**src/rtl/snax_alu_csr_mc_pkg.sv**
```systemverilog
// Shared definitions for the SNAX ALU CSR manager.
// Holds the FSM state type, the CSR register indices and the bit positions
// inside the control (RW2) and status (RO0) registers.
package snax_alu_csr_pkg;

   typedef enum logic {
      ST_IDLE = 1'b0,
      ST_BUSY = 1'b1
   } state_e;

   // RW register indices
   localparam int unsigned RW_ALU_OP = 0;
   localparam int unsigned RW_LEN    = 1;
   localparam int unsigned RW_CTRL   = 2;

   // RO register indices
   localparam int unsigned RO_STATUS = 0;
   localparam int unsigned RO_PERF   = 1;
   localparam int unsigned RO_OUT    = 2;

   // control register bits (RW2)
   localparam int unsigned CTRL_START  = 0;
   localparam int unsigned CTRL_ABORT  = 1;
   localparam int unsigned CTRL_IRQ_EN = 2;

   // status register bits (RO0)
   localparam int unsigned STAT_BUSY    = 0;
   localparam int unsigned STAT_DONE    = 1;
   localparam int unsigned STAT_ABORTED = 2;

endpackage

```
**src/rtl/snax_alu_csr_mc_if.sv**
```systemverilog
// CSR bus between the host-side register master and the ALU CSR manager.
//   csr_reg_set_i       : RW register write data, one word per RW register
//   csr_reg_set_valid_i : write request
//   csr_reg_set_ready_o : write accept
//   csr_reg_ro_set_o    : RO register contents
// Signal names keep the manager's point of view (_i into it, _o out of it).
interface snax_alu_csr_mc_if #(
   parameter int unsigned RegRWCount   = 3,
   parameter int unsigned RegROCount   = 3,
   parameter int unsigned RegDataWidth = 32
);
   logic [RegRWCount-1:0][RegDataWidth-1:0] csr_reg_set_i;
   logic                                    csr_reg_set_valid_i;
   logic                                    csr_reg_set_ready_o;
   logic [RegROCount-1:0][RegDataWidth-1:0] csr_reg_ro_set_o;

   modport master (
      output csr_reg_set_i,
      output csr_reg_set_valid_i,
      input  csr_reg_set_ready_o,
      input  csr_reg_ro_set_o
   );

   modport slave (
      input  csr_reg_set_i,
      input  csr_reg_set_valid_i,
      output csr_reg_set_ready_o,
      output csr_reg_ro_set_o
   );
endinterface

```
**src/rtl/snax_alu_csr_mc_popcount.sv**
```systemverilog
// Counts how many PE output channels signalled a stored result this cycle.
//   bits_i  : per-channel strobe
//   count_o : number of set bits
module snax_alu_popcount #(
   parameter int unsigned NumChannels = 4
) (
   input  logic [NumChannels-1:0]           bits_i,
   output logic [$clog2(NumChannels+1)-1:0] count_o
);
   localparam int unsigned CntW = $clog2(NumChannels + 1);

   always_comb begin
      count_o = '0;
      for (int unsigned i = 0; i < NumChannels; i++) begin
         count_o = count_o + CntW'(bits_i[i]);
      end
   end
endmodule

```
**src/rtl/snax_alu_csr_mc.sv**
```systemverilog
// CSR manager for the SNAX ALU accelerator.
// Latches the op / length / control words on an accepted write, runs an
// IDLE/BUSY sequence that counts stored PE outputs until the programmed
// length is reached, and reports status, cycle count and output count.
//   clk_i, rst_ni         : clock, async active-low reset
//   csr_if                : CSR write channel and RO register readback
//   acc_output_success_i  : per-channel output-stored strobe
//   acc_ready_o           : PE may produce (high while BUSY)
//   csr_alu_config_o      : ALU operation
//   irq_o                 : one-cycle completion interrupt
//
// state   | meaning
// IDLE    | waiting for a start write; output strobes ignored
// BUSY    | counting stored outputs until length reached or aborted
module snax_alu_csr_mc
   import snax_alu_csr_pkg::*;
#(
   parameter int unsigned RegRWCount   = 3,
   parameter int unsigned RegROCount   = 3,
   parameter int unsigned RegDataWidth = 32,
   parameter int unsigned NumChannels  = 4
) (
   input  logic                   clk_i,
   input  logic                   rst_ni,
   snax_alu_csr_mc_if.slave       csr_if,
   input  logic [NumChannels-1:0] acc_output_success_i,
   output logic                   acc_ready_o,
   output logic [1:0]             csr_alu_config_o,
   output logic                   irq_o
);
   localparam int unsigned CntW = $clog2(NumChannels + 1);
   localparam int unsigned SumW = RegDataWidth + 1;

   state_e                  state_q, state_d;
   // Only the RW bits that carry meaning are stored.
   logic [1:0]              alu_op_q, alu_op_d;
   logic [RegDataWidth-1:0] len_q, len_d;
   logic                    irq_en_q, irq_en_d;
   logic [RegDataWidth-1:0] out_q, out_d;
   logic [RegDataWidth-1:0] perf_q, perf_d;
   logic                    done_q, done_d;
   logic                    aborted_q, aborted_d;
   logic                    irq_q, irq_d;

   logic [RegDataWidth-1:0] ctrl;
   logic                    busy, set_ready, accept, start_req, abort_req, finish;
   logic [CntW-1:0]         pop;
   logic [SumW-1:0]         sum;
   logic [RegROCount-1:0][RegDataWidth-1:0] ro_set;

   snax_alu_popcount #(.NumChannels(NumChannels)) i_popcount (
      .bits_i  (acc_output_success_i),
      .count_o (pop)
   );

   assign ctrl      = csr_if.csr_reg_set_i[RW_CTRL];
   assign busy      = (state_q == ST_BUSY);
   // Config stays locked while busy; only an abort request gets through.
   assign set_ready = !busy || ctrl[CTRL_ABORT];
   assign accept    = csr_if.csr_reg_set_valid_i && set_ready;
   assign start_req = accept && !busy && ctrl[CTRL_START];
   assign abort_req = accept && busy && ctrl[CTRL_ABORT];
   assign sum       = {1'b0, out_q} + SumW'(pop);
   assign finish    = busy && (sum >= {1'b0, len_q});

   always_comb begin
      state_d   = state_q;
      alu_op_d  = alu_op_q;
      len_d     = len_q;
      irq_en_d  = irq_en_q;
      out_d     = out_q;
      perf_d    = perf_q;
      done_d    = done_q;
      aborted_d = aborted_q;
      irq_d     = 1'b0;

      if (accept) begin
         alu_op_d = csr_if.csr_reg_set_i[RW_ALU_OP][1:0];
         len_d    = csr_if.csr_reg_set_i[RW_LEN];
         irq_en_d = ctrl[CTRL_IRQ_EN];
      end

      unique case (state_q)
         ST_IDLE: begin
            if (start_req) begin
               done_d    = 1'b0;
               aborted_d = 1'b0;
               out_d     = '0;
               perf_d    = '0;
               if (csr_if.csr_reg_set_i[RW_LEN] == '0) begin
                  done_d = 1'b1;
                  irq_d  = ctrl[CTRL_IRQ_EN];
               end else begin
                  state_d = ST_BUSY;
               end
            end
         end
         ST_BUSY: begin
            perf_d = (&perf_q) ? perf_q : perf_q + 1'b1;
            // Finish takes priority over an abort in the same cycle.
            if (finish) begin
               out_d   = len_q;
               done_d  = 1'b1;
               irq_d   = irq_en_q;
               state_d = ST_IDLE;
            end else begin
               out_d = sum[RegDataWidth-1:0];
               if (abort_req) begin
                  aborted_d = 1'b1;
                  state_d   = ST_IDLE;
               end
            end
         end
         default: state_d = ST_IDLE;
      endcase
   end

   always_ff @(posedge clk_i or negedge rst_ni) begin
      if (!rst_ni) begin
         state_q   <= ST_IDLE;
         alu_op_q  <= '0;
         len_q     <= '0;
         irq_en_q  <= 1'b0;
         out_q     <= '0;
         perf_q    <= '0;
         done_q    <= 1'b0;
         aborted_q <= 1'b0;
         irq_q     <= 1'b0;
      end else begin
         state_q   <= state_d;
         alu_op_q  <= alu_op_d;
         len_q     <= len_d;
         irq_en_q  <= irq_en_d;
         out_q     <= out_d;
         perf_q    <= perf_d;
         done_q    <= done_d;
         aborted_q <= aborted_d;
         irq_q     <= irq_d;
      end
   end

   always_comb begin
      ro_set                          = '0;
      ro_set[RO_STATUS][STAT_BUSY]    = busy;
      ro_set[RO_STATUS][STAT_DONE]    = done_q;
      ro_set[RO_STATUS][STAT_ABORTED] = aborted_q;
      ro_set[RO_PERF]                 = perf_q;
      ro_set[RO_OUT]                  = out_q;
   end

   assign csr_if.csr_reg_set_ready_o = set_ready;
   assign csr_if.csr_reg_ro_set_o    = ro_set;
   assign acc_ready_o                = busy;
   assign csr_alu_config_o           = alu_op_q;
   assign irq_o                      = irq_q;
endmodule

```
**src/flat_wrapper.sv**
```systemverilog
// flat-port wrapper written by rule: the top's interface ports become plain ports
module snax_alu_csr_mc_flat import snax_alu_csr_pkg::*;
#(
   parameter int unsigned RegRWCount   = 3,
   parameter int unsigned RegROCount   = 3,
   parameter int unsigned RegDataWidth = 32,
   parameter int unsigned NumChannels  = 4
)
  (clk_i, rst_ni, acc_output_success_i, acc_ready_o, csr_alu_config_o, irq_o, csr_if_csr_reg_set_i, csr_if_csr_reg_set_valid_i, csr_if_csr_reg_set_ready_o, csr_if_csr_reg_ro_set_o);
  snax_alu_csr_mc_if #(.RegRWCount(RegRWCount), .RegROCount(RegROCount), .RegDataWidth(RegDataWidth)) csr_if_i ();
  input  logic clk_i;
  input  logic rst_ni;
  input  logic [NumChannels-1:0] acc_output_success_i;
  output logic acc_ready_o;
  output logic [1:0] csr_alu_config_o;
  output logic irq_o;
  input wire logic [$bits(csr_if_i.csr_reg_set_i)-1:0] csr_if_csr_reg_set_i;
  input wire logic [$bits(csr_if_i.csr_reg_set_valid_i)-1:0] csr_if_csr_reg_set_valid_i;
  output wire logic [$bits(csr_if_i.csr_reg_set_ready_o)-1:0] csr_if_csr_reg_set_ready_o;
  output wire logic [$bits(csr_if_i.csr_reg_ro_set_o)-1:0] csr_if_csr_reg_ro_set_o;
  assign csr_if_i.csr_reg_set_i = csr_if_csr_reg_set_i;
  assign csr_if_i.csr_reg_set_valid_i = csr_if_csr_reg_set_valid_i;
  assign csr_if_csr_reg_set_ready_o = csr_if_i.csr_reg_set_ready_o;
  assign csr_if_csr_reg_ro_set_o = csr_if_i.csr_reg_ro_set_o;
  snax_alu_csr_mc #(.RegRWCount(RegRWCount), .RegROCount(RegROCount), .RegDataWidth(RegDataWidth), .NumChannels(NumChannels)) u_core (.clk_i(clk_i), .rst_ni(rst_ni), .csr_if(csr_if_i), .acc_output_success_i(acc_output_success_i), .acc_ready_o(acc_ready_o), .csr_alu_config_o(csr_alu_config_o), .irq_o(irq_o));
endmodule
```
**config.mk**
```make
export PLATFORM = sky130hd
export DESIGN_NAME = snax_alu_csr_mc_flat
export DESIGN_NICKNAME = d
export VERILOG_FILES = /design/src/rtl/snax_alu_csr_mc_pkg.sv /design/src/rtl/snax_alu_csr_mc_if.sv /design/src/rtl/snax_alu_csr_mc_popcount.sv /design/src/rtl/snax_alu_csr_mc.sv /design/src/flat_wrapper.sv
export SDC_FILE = /design/constraint.sdc
export NUM_CORES = 1
export LEC_CHECK = 0
export ABC_AREA = 1
export BUFFER_PORTS_ARGS = -buffer_cell sky130_fd_sc_hd__buf_2
export CAP_MARGIN = 40
export CORE_AREA = 2 2 136 138
export DETAILED_ROUTE_END_ITERATION = 10
export DIE_AREA = 0 0 138 140
export GPL_ROUTABILITY_DRIVEN = 0
export PLACE_DENSITY = 0.75
export SLEW_MARGIN = 20
export SYNTH_ARGS = -nofsm -noshare
export SYNTH_HDL_FRONTEND = slang
export SYNTH_SLANG_ARGS = --single-unit
```
**constraint.sdc**
```tcl
create_clock -name clk_i -period 3.6 [get_ports clk_i]
set_input_delay 0.18 -clock clk_i [delete_from_list [all_inputs] [get_ports clk_i]]
set_output_delay 0.18 -clock clk_i [all_outputs]
set_load 0.03 [all_outputs]
```
==> run metrics, run 1 <==
status finished, final reports clean; hold path startpoint csr_if_csr_reg_set_i[1]; layout cell share with drive strength beyond 1 24.4%; IO Count 204; sw power 1.29 mW; Critical Path Start Type input pin; Die ar. 19300 µm²; top_reg_cell synth dfrtp_1; Leak Pwr 4.64 nW; Worst Path Max Fanout 7; register area share after synthesis 34.8%; combinational share of power 28.8%; number of CTS-inserted buffers 9; # port buffers 115; commonest non-fill, non-tap cells in the layout nand2_1 (200), inv_1 (116), buf_2 (113); Setup TNS 0 ns; initial antenna violation count 4; Cells after Synth 997; post-route worst setup slack 0.0571 ns; post-DR vias/cell 5.42; DRC errors left 0; sequential share of power 40.2%; Worst Skew 0.0151 ns; minimum clock period 3.54 ns; Worst Hold End u_core.csr_alu_config_o[1]$_DFFE_PN0P_; Max Fclk 282 MHz; multi-input logic area 4280 µm²; fin crit share 98.4%; CTS H-tree lvls 3; DRT iter0 DRCs 717; synthesized cell area 7400 µm²; Netlist cell types 41; RSZ-0062 raised after global routing yes; Final Util 51.3%; Avg Cell Area, Syn 7.42 µm²; ANT nets after route 0; Total GRT Usage 21.9%; Vert. Die Dim 140 µm; number of max-cap violations 0; number of synthesized flops with an enable pin 0; dpl ws -0.370 ns; post-route cell area 9120 µm²; FILL cells 1636; DR vias 7502; Final setup viols 0; r2r setup slk 0.07 ns; WHS Path Cells 2; Worst-path clk slew 0.08 ns; Hold Crit Class in2reg; slew margin rel. 55.4%; Area growth syn-to-layout 23.2%; width of the die 138 µm; internal power 2.15 mW; r2r startpoint u_core.out_q[0]$_DFFE_PN0P_; global route overflow 0; Sw Ratio 37.4%; Clk Latency, worst-skew pair 0.37 ns; Placeable Area 17800 µm²; final total power 3.44 mW; clock sink count 103; Max Buffers Root-to-Sink 2; placed insts 1339; final-stage net count 1285; total wire length 23.4 mm; Worst EP required 3.84 ns; Detailed Place HPWL 15.9 mm; initial core utilization 41.6%; CTS tree done; ys async rst share 100%; fin cells 1383; dpl cell area 8250 µm²; post-DR wirelength/cell 16.9 µm; critical path's largest stage delay 0.54 ns; largest net degree at the start of global routing 81; First-pass DRT Iterations 5; Max IR drop VDD 249 µV; Critical Path Start acc_output_success_i[0]; global-route wire length before repair 34.7 mm; Final Hold Violating Endpoints 0; Slew Viols, Final 0; R2R depth 24; reg2reg end u_core.out_q[13]$_DFFE_PN0P_; vias in the first global route 6835; Synth warnings 0; clk root buf clkbuf_16; num rows 49; Slew @ Worst Pin 0.669 ns; Reg area 2580 µm²; clock power share 31.0%; pwr dens 377 nW/µm²; Crit Path Category in2reg; Arr. time, crit path 3.79 ns; slowest CP cell fa_1; synthesized flop and latch total 103; commonest non-fill, non-tap cell in the layout nand2_1; hold slack 0.0372 ns; Critical Path Sink Type register
-- registers in the layout (all words and copies together) (netlist names) --
name,count
u_core.acc_ready_o,1
u_core.perf_q,32
u_core.csr_alu_config_o,2
u_core.aborted_q,1
u_core.irq_en_q,1
u_core.out_q,32
u_core.len_q,32
u_core.done_q,1
u_core.irq_o,1
-- critical path, delay by kind of cell --
kind | cells | cell delay, ns
buffers and inverters | 7 | 0.69
adders and majority gates | 4 | 1.35
and+or+nand+nor | 15 | 1.53
-- area by class of cell --
type	instances	area share (%)
tap	229	3.14
multi-input combinational	732	46.9
timing repair buffer	171	12.8
clock buffer	10	2.62
clock inverter	6	0.810
antenna	4	0.110
inverter	128	5.30
sequential	103	28.3
-- what timing repair did --
action                                  CTS  global route
endpoints found under the setup margin    1            36
resized for setup                         1            60
hold endpoints to repair                 46             0
buffers inserted                          0            12
cloned                                    0            11
pin swaps                                 1            53
hold buffers                              1             0
-- Yosys cell counts (3+ instances only) --
library cell  count  area, µm²
nand2_1         211        792
inv_1           123        462
nor2_1          106        398
dfrtp_1         103       2580
nand3_1          81        405
a21oi_1          51        255
nand4_1          49        307
ha_1             34        425
buf_4            33        248
xor2_1           30        263
nor3_1           27        135
nand3_2          24        240
buf_2            13       65.1
nor4_1           13       81.3
clkbuf_1         11       41.3
o21ai_0          11       55.1
o22ai_1           9       56.3
xnor2_1           8       70.1
o31ai_1           7       52.6
buf_6             5       56.3
inv_2             5       18.8
o21ai_1           5       25.0
buf_1             4       15.0
mux2_2            4       45.0
nand2_2           4       25.0
fa_1              3       60.1
nor2_4            3       33.8
or2_2             3       18.8
-- metal layers --
| layer | global-route usage [%] | share of wire, % |
|---|---|---|
| met2 | 34.7 | 46 |
| met4 | 7.95 | 2.2 |
| met3 | 4.85 | 8.9 |
| met5 | 0 | 0 |
| met1 | 29.6 | 43 |
-- cell families (layout without fill, tap and decap cells) --
logic type,after synthesis,after routing,share of synthesized area (%)
other,1,33,0.0507
buffers and inverters,194,315,12.2
and+or+nand+nor,531,535,34.5
AOI/OAI and AO/OA,89,89,6.74
DFF,103,103,34.8
muxes,4,4,0.608
adders and majority gates,37,37,6.56
xor gates and xnor gates,38,38,4.50
-- worst max-delay path by stage --
stage / slack [ns] / end / depth (start not counted)
5_1_grt: -0.07 / u_core.out_q[23]$_DFFE_PN0P_ / 24
3_5_place_dp: -0.37 / u_core.out_q[23]$_DFFE_PN0P_ / 25
6_report: 0.06 / u_core.out_q[13]$_DFFE_PN0P_ / 26
2_1_floorplan: 0.01 / u_core.out_q[12]$_DFFE_PN0P_ / 26
4_1_cts: 0.007 / u_core.out_q[13]$_DFFE_PN0P_ / 20
3_3_place_gp: -0.24 / u_core.out_q[11]$_DFFE_PN0P_ / 26
-- power by group through the flow --
stage	sequential [mW]	clock (mW)	combinational, mW
floorplan	1.47	0	0.575
global placement	1.40	0	0.904
global route	1.40	1.13	1.09
detailed placement	1.40	0	0.926
CTS	1.38	1.08	0.934
finish	1.38	1.07	0.991
No activity file was read; power rests on OpenSTA's default activity.
==> inputs of run 2 (changes only) <==
--- a/config.mk
+++ b/config.mk
@@ -8,11 +8,13 @@
 export ABC_AREA = 1
 export BUFFER_PORTS_ARGS = -buffer_cell sky130_fd_sc_hd__buf_2
 export CAP_MARGIN = 40
-export CORE_AREA = 2 2 136 138
+export CELL_PAD_IN_SITES_DETAIL_PLACEMENT = 0
+export CELL_PAD_IN_SITES_GLOBAL_PLACEMENT = 1
+export CORE_AREA = 2 2 143 145
 export DETAILED_ROUTE_END_ITERATION = 10
-export DIE_AREA = 0 0 138 140
+export DIE_AREA = 0 0 145 147
 export GPL_ROUTABILITY_DRIVEN = 0
-export PLACE_DENSITY = 0.75
+export PLACE_DENSITY = 0.89
 export SLEW_MARGIN = 20
 export SYNTH_ARGS = -nofsm -noshare
 export SYNTH_HDL_FRONTEND = slang
==> run metrics, run 2 (same netlist as run 1, synthesis figures left out) <==
sw power 1.31 mW; First-pass DRT Iterations 5; commonest non-fill, non-tap cell in the layout nand2_1; family with the most delay on the worst path simple AND/OR/NAND/NOR gates; hold path startpoint csr_if_csr_reg_set_i[0]; r2r startpoint u_core.out_q[0]$_DFFE_PN0P_; number of CTS-inserted buffers 9; Slew @ Worst Pin 0.776 ns; total wire length 22.0 mm; Hold Crit Class in2reg; ANT nets after route 0; status finished, final reports clean; placed insts 1396; global route overflow 0; Vert. Die Dim 147 µm; Critical Path Start u_core.out_q[0]$_DFFE_PN0P_; slew margin rel. 48.1%; Final setup viols 0; Leak Pwr 4.56 nW; layout cell share with drive strength beyond 1 24.1%; initial antenna violation count 0; crit-path cells inv_2, fa_2, inv_2, fa_2, nand2_4, nor2_4, nand2_4, nor2_8, nand2_4, buf_6, xor2_2, ha_1, nand4_1, buf_4, nor2_2, nand3_2, nand3_2, nor2_4, buf_4, nand3_1, a21oi_1; Arr. time, crit path 3.78 ns; hold slack 0.0388 ns; combinational share of power 28.7%; Placeable Area 19800 µm²; pwr dens 377 nW/µm²; Critical Path Start Type register; num rows 52; # port buffers 115; post-route worst setup slack 0.118 ns; initial core utilization 37.3%; DRC errors left 0; Worst Skew 0.0116 ns; Worst EP required 3.89 ns; commonest non-fill, non-tap cells in the layout nand2_1 (205), inv_1 (119), buf_2 (113); number of max-cap violations 0; DRT iter0 DRCs 446; RSZ-0062 raised after global routing yes; Die ar. 21300 µm²; Total GRT Usage 20.5%; largest registers u_core.len_q: 32 flops, u_core.out_q: 32 flops, u_core.perf_q: 32 flops; clk root buf clkbuf_16; Max IR drop VDD 351 µV; final total power 3.38 mW; global-route wire length before repair 35.3 mm; Max Buffers Root-to-Sink 2; final-stage net count 1282; vias in the first global route 6747; Buf/Inv on CP 5; DR vias 7073; Detailed Place HPWL 16.6 mm; Final Hold Violating Endpoints 0; Diodes inserted 0; CTS H-tree lvls 3; Critical Path Sink Type register; post-DR wirelength/cell 15.6 µm; Crit Path Category reg2reg; critical path's largest stage delay 0.41 ns; dpl ws -0.278 ns; IO Count 204; post-DR vias/cell 4.99; Final Util 45.2%; FILL cells 2023; clock sink count 103; Area growth syn-to-layout 21.2%; Clk Latency, worst-skew pair 0.37 ns; largest net degree at the start of global routing 81; fin cells 1417; Max Fclk 287 MHz; Worst Path Max Fanout 10; Worst-path clk slew 0.08 ns; Sw Ratio 38.8%; clock power share 30.2%; fin crit share 96.7%; minimum clock period 3.48 ns; Slew Viols, Final 0; internal power 2.07 mW; Critical Path Most Common Cell nand2_4; CTS tree done; width of the die 145 µm; sequential share of power 41.1%; slowest CP cell fa_2
run 2: cell count changes in the layout (fill, tap and decap cells not counted), sizes merged:
cell	before	now
buf	165	171
diode	4	0
clkinv	0	3
clkbuf	15	9
bufinv	1	0
clkinvlp	2	0
nand2	222	218
inv	131	132
run 2: metal layers:
| layer | GRT usage (%) | vias to the layer above | share of wire, % |
|---|---|---|---|
| met5 | 0 | - | 0 |
| met4 | 5.54 | 0 | 1.4 |
| met3 | 3.14 | 20 | 4.7 |
| met2 | 35.4 | 167 | 50 |
| met1 | 27.0 | 3367 | 44 |
| li1 | - | 3519 | - |
run 2: final cells by class:
type / count / area [µm²] / share of cell area, %
Inverter: 128 / 480 / 5.35
Sequential cell: 103 / 2580 / 28.7
Multi-Input combinational cell: 728 / 4180 / 46.6
Clock inverter: 7 / 72.6 / 0.809
Clock buffer: 9 / 225 / 2.51
Timing Repair Buffer: 172 / 1100 / 12.2
Tap cell: 270 / 338 / 3.77
run 2: path summary, 6_finish.rpt:
check                                                          to  slack, ns  cells after the start
max reg2reg                          u_core.aborted_q$_DFFE_PN0P_       0.12                     21
max                                  u_core.aborted_q$_DFFE_PN0P_       0.12                     21
min                        u_core.csr_alu_config_o[0]$_DFFE_PN0P_       0.04                      2
min reg2reg                                u_core.irq_o$_DFF_PN0_       0.51                      2
min in group asynchronous           u_core.perf_q[31]$_DFFE_PN0P_       0.41                      2
max in group asynchronous            u_core.len_q[22]$_DFFE_PN0P_       2.29                      3
run 2: power by group through the flow:
stage	clock [mW]	sequential, mW	combinational [mW]
after floorplan	0	1.47	0.575
after detailed placement	0	1.41	0.927
final	1.02	1.39	0.969
after global placement	0	1.41	0.912
after global routing	1.08	1.41	1.07
after CTS	1.05	1.39	0.936
run 2: repair_timing:
| action | in CTS | in global routing |
|---|---|---|
| hold buffers | 1 | 0 |
| resized for setup | 0 | 46 |
| buffers inserted | 0 | 3 |
| hold endpoints to repair | 48 | 0 |
| endpoints found under the setup margin | 0 | 36 |
run 2: metrics by stage:
step / cell area [µm²] / TNS (ns)
2_1_floorplan: 7520 / 0
3_3_place_gp: 8430 / -6.59
3_5_place_dp: 8430 / -8.90
4_1_cts: 8740 / 0
5_1_grt: 8970 / -1.10
6_report: 8970 / 0
==> inputs of run 3 (changes only) <==
--- a/config.mk
+++ b/config.mk
@@ -6,15 +6,15 @@
 export NUM_CORES = 1
 export LEC_CHECK = 0
 export ABC_AREA = 1
-export BUFFER_PORTS_ARGS = -buffer_cell sky130_fd_sc_hd__buf_2
 export CAP_MARGIN = 40
 export CELL_PAD_IN_SITES_DETAIL_PLACEMENT = 0
 export CELL_PAD_IN_SITES_GLOBAL_PLACEMENT = 1
-export CORE_AREA = 2 2 143 145
+export CORE_AREA = 2 2 136 138
 export DETAILED_ROUTE_END_ITERATION = 10
-export DIE_AREA = 0 0 145 147
+export DIE_AREA = 0 0 138 140
+export DONT_BUFFER_PORTS = 1
 export GPL_ROUTABILITY_DRIVEN = 0
-export PLACE_DENSITY = 0.89
+export PLACE_DENSITY = 0.83
 export SLEW_MARGIN = 20
 export SYNTH_ARGS = -nofsm -noshare
 export SYNTH_HDL_FRONTEND = slang
==> run metrics, run 3 (same netlist as run 1, synthesis figures left out) <==
status finished, final reports clean; slew margin rel. 59.7%; end of the critical path u_core.out_q[0]$_DFFE_PN0P_; Vert. Die Dim 140 µm; ANT nets after route 0; r2r setup slk 0.26 ns; Diodes inserted 0; internal power 2.05 mW; Total GRT Usage 22.4%; Worst-path clk slew 0.08 ns; DRC errors left 0; Setup TNS 0 ns; Worst EP required 3.90 ns; clock sink count 103; R2R depth 24; largest registers u_core.len_q: 32 flops, u_core.out_q: 32 flops, u_core.perf_q: 32 flops; DR vias 6678; Final Hold Violating Endpoints 0; initial core utilization 41.6%; number of max-cap violations 0; clock power share 30.1%; Sw Ratio 37.8%; combinational share of power 26.3%; Critical Path Start acc_output_success_i[0]; IO Count 204; dpl cell area 7920 µm²; Arr. time, crit path 3.69 ns; Critical Path Sink Type register; Max IR drop VDD 237 µV; met2 wire length 10.3 mm; WL met1 9.47 mm; Clk Latency, worst-skew pair 0.37 ns; Leak Pwr 4.16 nW; post-route cell area 8660 µm²; DRT iter0 DRCs 485; commonest non-fill, non-tap cells in the layout nand2_1 (206), inv_1 (121), dfrtp_1 (102); Crit Path Category in2reg; Top Layer Used met4; layout cell share with drive strength beyond 1 14.2%; Max Buffers Root-to-Sink 2; Detailed Place HPWL 16.2 mm; fin crit share 94.4%; largest net degree at the start of global routing 104; num rows 49; First-pass DRT Iterations 5; post-DR wirelength/cell 16.4 µm; Hold Crit Class in2reg; global-route wire length before repair 35.0 mm; Max Fclk 294 MHz; WL met3 1.35 mm; clk root buf clkbuf_16; pwr dens 382 nW/µm²; minimum clock period 3.40 ns; reg2reg end u_core.out_q[0]$_DFFE_PN0P_; hold path startpoint csr_if_csr_reg_set_i[36]; post-route worst setup slack 0.202 ns; sw power 1.25 mW; CTS H-tree lvls 3; Final setup viols 0; Placeable Area 17800 µm²; commonest non-fill, non-tap cell in the layout nand2_1; CTS tree done; vias in the first global route 6593; Critical Path Start Type input pin; number of CTS-inserted buffers 9; Area growth syn-to-layout 17.0%; hold slack 0.00986 ns; Worst Path Max Fanout 12; global route overflow 0; initial antenna violation count 0; Die ar. 19300 µm²; post-DR vias/cell 5.13; Worst Skew 0.0141 ns; dpl ws -0.267 ns; Slew @ Worst Pin 0.599 ns; r2r startpoint u_core.out_q[0]$_DFFE_PN0P_; sequential share of power 43.6%; total wire length 21.4 mm; Slew Viols, Final 0; width of the die 138 µm; final-stage net count 1209; # port buffers 0
-- run 3: cell types whose count changed in the layout (fill, tap and decap cells not counted), moves of 3 or more --
cell and delta:
nand3_2 -10, buf_12 +3, nand3_1 +10, buf_4 +9, dlygate4sd3_1 +33, buf_2 -113
buf_6 -5
-- run 3: cell type report --
type                            count  area (µm²)
Inverter                          128         480
Tap cell                          229         287
Clock buffer                       10         229
Fill cell                        1794        9120
Clock inverter                      6        63.8
Sequential cell                   103        2580
Multi-Input combinational cell    728        4080
Timing Repair Buffer               99         935
-- run 3: timing repair --
item,4_1_cts,5_1_grt
setup buffers,0,2
hold endpoints to repair,137,0
setup endpoints to repair,0,36
hold buffers,35,0
gates resized for setup,0,21
-- run 3: worst max-delay path, stage by stage --
cell	delay, ns
fa_1	0.52
inv_1	0.07
fa_2	0.40
inv_2	0.07
fa_2	0.20
nand2_2	0.07
inv_1	0.08
nand3_1	0.13
nor2_4	0.18
buf_4	0.13
nand3_1	0.07
nand2_1	0.07
inv_1	0.05
ha_1	0.29
nand2_1	0.10
nor2_2	0.15
nand2_2	0.10
nor3_2	0.16
nand2_1	0.08
inv_2	0.09
nand2_8	0.08
nand2_8	0.10
buf_12	0.15
nand3_1	0.07
nand3_1	0.10
-- run 3: worst min path at each step --
stage                                   end  cells after the start
5_1_grt         u_core.len_q[4]$_DFFE_PN0P_                      2
6_report        u_core.len_q[4]$_DFFE_PN0P_                      2
3_3_place_gp   u_core.len_q[13]$_DFFE_PN0P_                      0
3_5_place_dp   u_core.out_q[14]$_DFFE_PN0P_                      0
4_1_cts         u_core.len_q[4]$_DFFE_PN0P_                      2
2_1_floorplan  u_core.aborted_q$_DFFE_PN0P_                      0
-- run 3: power by group through the flow --
stage	logic, mW	registers (mW)	clock network [mW]
floorplan	0.575	1.47	0
global placement	0.780	1.46	0
detailed placement	0.800	1.46	0
CTS	0.865	1.44	1.01
global route	0.974	1.46	1.06
finish	0.868	1.44	0.995
-- run 3: routing by layer --
layer  vias to the layer above  GRT usage, %
met2                       175          37.6
met5                         -             0
met4                         0          4.67
met3                        18          5.85
li1                       3359             -
met1                      3126          29.4
-- run 3: through the flow --
stage / total power [mW] / util (%) / instances
global route: 3.50 / 48.7 / 1303
detailed placement: 2.26 / 44.5 / 1250
floorplan: 2.05 / - / 1025
CTS: 3.32 / 48.3 / 1301
global placement: 2.24 / 44.4 / 1249
finish: 3.30 / 48.7 / 1303
